[config.mk]
export PLATFORM = sky130hd
export DESIGN_NAME = flopwb
export DESIGN_NICKNAME = d
export VERILOG_FILES = /design/src/rtl/flopwb_pkg.sv /design/src/rtl/flopwb_flopr.sv /design/src/rtl/flopwb.sv
export SDC_FILE = /design/constraint.sdc
export NUM_CORES = 1
export LEC_CHECK = 0
export BUFFER_PORTS_ARGS = -buffer_cell sky130_fd_sc_hd__buf_4
export CORE_UTILIZATION = 41
export DETAILED_ROUTE_END_ITERATION = 10
export GPL_TIMING_DRIVEN = 0
export MAX_ROUTING_LAYER = met4
export PLACE_DENSITY = 0.79
export SYNTH_ARGS = -nofsm -noshare
export SYNTH_HDL_FRONTEND = slang
export SYNTH_SLANG_ARGS = --single-unit
[constraint.sdc]
create_clock -name clk -period 1 [get_ports clk]
set_input_delay 0.05 -clock clk [delete_from_list [all_inputs] [get_ports clk]]
set_output_delay 0.05 -clock clk [all_outputs]
set_load 0.01 [all_outputs]
[src/rtl/flopwb_pkg.sv]
// flopwb_pkg: shared pipeline widths for the MEM/WB stage register
package flopwb_pkg;
    localparam int DATA_WIDTH = 32;
    localparam int REGADDR_WIDTH = 4;
endpackage

[src/rtl/flopwb_flopr.sv]
// flopr: generic register with synchronous active-high clear
module flopr #(
    parameter int WIDTH = 8
) (
    input  logic             clk,
    input  logic             reset,
    input  logic [WIDTH-1:0] d,
    output logic [WIDTH-1:0] q
);
    always_ff @(posedge clk)
        q <= reset ? '0 : d;
endmodule

[src/rtl/flopwb.sv]
// flopwb: MEM/WB pipeline register, controls and data captured as one bundle
module flopwb
    import flopwb_pkg::*;
#(
    parameter int WIDTH = DATA_WIDTH
) (
    input  logic                     clk,
    input  logic                     reset,
    input  logic                     PCSrcM,
    input  logic                     RegWriteM,
    input  logic                     MemtoRegM,
    input  logic [REGADDR_WIDTH-1:0] WA3M,
    input  logic [WIDTH-1:0]         ALUOutM,
    input  logic [WIDTH-1:0]         ReadDataM,
    output logic [WIDTH-1:0]         ReadDataW,
    output logic [WIDTH-1:0]         ALUOutW,
    output logic                     PCSrcW,
    output logic                     RegWriteW,
    output logic                     MemtoRegW,
    output logic [REGADDR_WIDTH-1:0] WA3W
);
    localparam int BW = 3 + REGADDR_WIDTH + 2 * WIDTH;
    flopr #(.WIDTH(BW)) r (
        .clk(clk),
        .reset(reset),
        .d({PCSrcM, RegWriteM, MemtoRegM, WA3M, ALUOutM, ReadDataM}),
        .q({PCSrcW, RegWriteW, MemtoRegW, WA3W, ALUOutW, ReadDataW})
    );
endmodule

==> out/results.md <==
| Step | Quantity | Value |
|---|---|---|
| pwr | Power per Cell Area | 1500 mW/mm^2 |
| timing | Measured slew at the worst slew-check pin | 0.223 ns |
| yosys | Most frequently used flop master after synthesis | sky130_fd_sc_hd__dfxtp_1 |
| pwr | Peak ir drop on the vdd network | 1.01 mV |
| final layout | Inserted Diodes | 0 |
| yosys | Dominant cells by area after synthesis | sky130_fd_sc_hd__dfxtp_1 (75%), sky130_fd_sc_hd__nor2b_1 (23%), sky130_fd_sc_hd__buf_2 (1.8%) |
| critical path | Top Family by Delay on Critical Path | buffers and inverters |
| critical path | Startpoint type of the worst setup path | input pin |
| yosys | Number of warnings issued by yosys | 0 |
| cts | Number of buffers created by CTS | 9 |
| routing | Violation count after the first detailed-route iteration | 44 |
| yosys | Synth Instances | 149 |
| yosys | Fraction of registers with async set or reset after synthesis | 0% |
| critical path | Timing startpoint of the critical path | reset |
| final layout | Register name with the most flops | r.q |
| floorplanning | Floorplan row count | 24 |
| yosys | Yosys reg bits | 71 |
| critical path | Slowest cell delay on critical path | 0.57 ns |
| timing | Final-report hold violation count | 0 |
| critical path | Combined buffer and inverter count along the critical path | 3 |
| timing | Worst max-slew margin expressed relative to the limit | 85.1% |
| global routing | First-pass GRT wire length | 9920 um |
| critical path | Slowest CP cell | sky130_fd_sc_hd__dlygate4sd3_1 |
| cts | Buffers inserted during post-CTS setup optimization | 0 |
| final layout | Number of nets in the layout | 448 |
| cts | Maximum level of the CTS H-tree | 3 |
| cts | Post-cts repair resize count | 0 |
| pwr | Clock network power share | 32.2% |
| cts | Number of clock sinks seen by CTS | 71 |
| critical path | Element type at the critical path end | flip-flop |
| routing | Initial DRT Pass Iterations | 4 |
| yosys | Nets in the synthesized netlist | 222 |
| global routing | Overflow left after global routing | 0 |
| min path | Startpoint of the most critical hold path | ReadDataM[29] |
| critical path | CP Cell Sequence | dlygate4sd3_1 > buf_4 > buf_2 > nor2b_1 |
| pwr | Cell-internal power | 0.00452 W |
| timing | Peak clock frequency supported by timing | 1010 MHz |
| cts | Maximum buffer depth of the clock tree | 2 |
| placed design | Port buffer count | 143 |
| final layout | Max FFs per register | 71 |
| final layout | Share of the core filled with cells | 88.6% |
| global routing | Largest net degree at the start of global routing | 11 |
| timing | Fraction of the cycle the final worst path needs | 99.1% |
| final layout | Total area of multi-input combinational cells | 444 sq um |
| pwr | Proportion of power drawn by combinational gates | 16.1% |
| routing | DRC Markers | 0 |
| timing | Final Critical Period | 0.991 ns |
| cts | CTS root buf | sky130_fd_sc_hd__clkbuf_8 |
| final layout | Registers with the most flip-flops | r.q (71) |
| global routing | Number of global-route vias before repair | 2034 |
| routing | Aggregate routed wire length | 6480 um |
| routing | Via density | 4.34 |
| critical path | Required time at the worst-slack endpoint | 1.23 ns |
| floorplanning | Die area | 0.00491 sq mm |
| floorplanning | Die Y-Extent | 70.1 um |
| yosys | Largest area contributor in the netlist | sky130_fd_sc_hd__dfxtp_1 |
| floorplanning | Core ar. | 0.00441 sq mm |
| cts | Clock transition at the registers of the reported paths | 0.07 ns |
| final layout | Filler instances | 199 |
| final layout | Share of layout cells above drive strength 1 | 43.0% |
| min path | Type of the most critical hold path | input pin to flip-flop |
| yosys | Count of different cell masters after synthesis | 3 |
| yosys | Top post-synthesis cells by count | sky130_fd_sc_hd__dfxtp_1 (71), sky130_fd_sc_hd__nor2b_1 (71), sky130_fd_sc_hd__buf_2 (7) |
| pwr | Sw Pwr | 0.00134 W |
| final layout | Area added between synthesis and finish | 106% |
| cts | Hold Buf Count CTS | 72 |
| floorplanning | Effective utilization at floorplan | 43.1% |
| critical path | Arrival time at the worst endpoint | 1.22 ns |
| yosys | Sequential area share after synthesis | 74.8% |
| routing | ANT nets after route | 0 |
| timing | Setup repair after global routing missed its margin | false |
| placed design | GPL Wtd Cong | 0.710 |
| yosys | Number of flops mapped to enable cells by yosys | 0 |
| global routing | Total Routing Usage GR | 28.5% |
| critical path | Maximum net fanout on the critical path | 10 |
| timing | Setup TNS | 0 ns |
| yosys | Cell area after synthesis | 0.00190 sq mm |
| cts | TritonCTS clock tree | done |
| critical path | Type of the worst setup path | input pin to flip-flop |
| routing | Routed len/inst | 15.1 um |
| yosys | Average footprint of a synthesized cell | 12.8 sq um |
| floorplanning | Boundary Pins | 144 |
| pwr | Leakage | 1.87 nW |
| pwr | Switching part of the total power | 22.8% |
| global routing | Number of antenna violations at the first check in global routing | 0 |
| floorplanning | Horizontal extent of the die | 70.1 um |
| yosys | Post-synth top area share | 74.8% |
| routing | Routed vias | 1860 |
| status | Status | complete, no violations |
| timing | Final Max Tran Viols | 0 |
| run | Count of max-cap constraint violations | 0 |
| pwr | Register share of total power | 51.7% |
| timing | Final setup violating endpoints | 0 |
| final layout | Sequential standard cell area | 0.00142 sq mm |
| placed design | Dpl hpwl | 3230 um |
## per-stage QoR
| stage | worst slack [ns] | hold slack [ns] | cells | power, W | instance area, sq um |
|---|---|---|---|---|---|
| 6_report | 0.00860 | 0.479 | 429 | 0.00585 | 3910 |
| 3_3_place_gp | 0.392 | 0.259 | 344 | 0.00374 | 3040 |
| 2_1_floorplan | 0.619 | 0.122 | 149 | 0.00329 | 1900 |
| 4_1_cts | 0.165 | 0.461 | 429 | 0.00580 | 3910 |
| 5_1_grt | 0.0131 | 0.468 | 429 | 0.00607 | 3910 |
| 3_5_place_dp | 0.368 | 0.264 | 344 | 0.00376 | 3040 |
## layout make-up
cell class	count	area share [%]
Timing Repair Buffer	215	45.9
Buffer	7	0.896
Clock inverter	2	0.256
Clock buffer	11	3.61
Multi-Input combinational cell	71	11.4
Sequential cell	71	36.3
Tap cell	52	1.66
## cell usage in the layout, fill, tap and decap left out
cell                              n
sky130_fd_sc_hd__clkinv_2         2
sky130_fd_sc_hd__dlygate4sd3_1   72
sky130_fd_sc_hd__clkbuf_8        10
sky130_fd_sc_hd__clkbuf_1         1
sky130_fd_sc_hd__dfxtp_1         71
sky130_fd_sc_hd__buf_2            7
sky130_fd_sc_hd__nor2b_1         71
sky130_fd_sc_hd__buf_4          143
## routing by layer
layer | part of all wire (%) | vias up | global-route usage (%)
li1 | - | 896 | -
met1 | 38 | 851 | 28.8
met2 | 55 | 101 | 51.9
met3 | 5.8 | 12 | 7.94
met4 | 1.5 | 0 | 10.4
met5 | 0 | - | -
## logic make-up after synthesis
family | share of synthesized area, %
flip-flops | 74.8
AND/OR/NAND/NOR | 23.4
buffers and inverters | 1.84
## power groups by stage
stage                     clock network, W  logic, W  registers (W)
after floorplan                          0  0.000130        0.00316
after global placement                   0  0.000661        0.00308
after detailed placement                 0  0.000673        0.00308
after CTS                          0.00188  0.000903        0.00302
after global routing               0.00204  0.000992        0.00304
final                              0.00189  0.000939        0.00303
## worst min-delay path: cells and delay by family
family / cells / cell delay (ns)
buffers and inverters: 2 / 0.61
and+or+nand+nor: 1 / 0.10
## worst paths after layout
check  slack (ns)  cells past startpoint       to
max         0.009                      4  r.q[32]
min          0.48                      3  r.q[29]
Power figures use the tool's default switching activity.
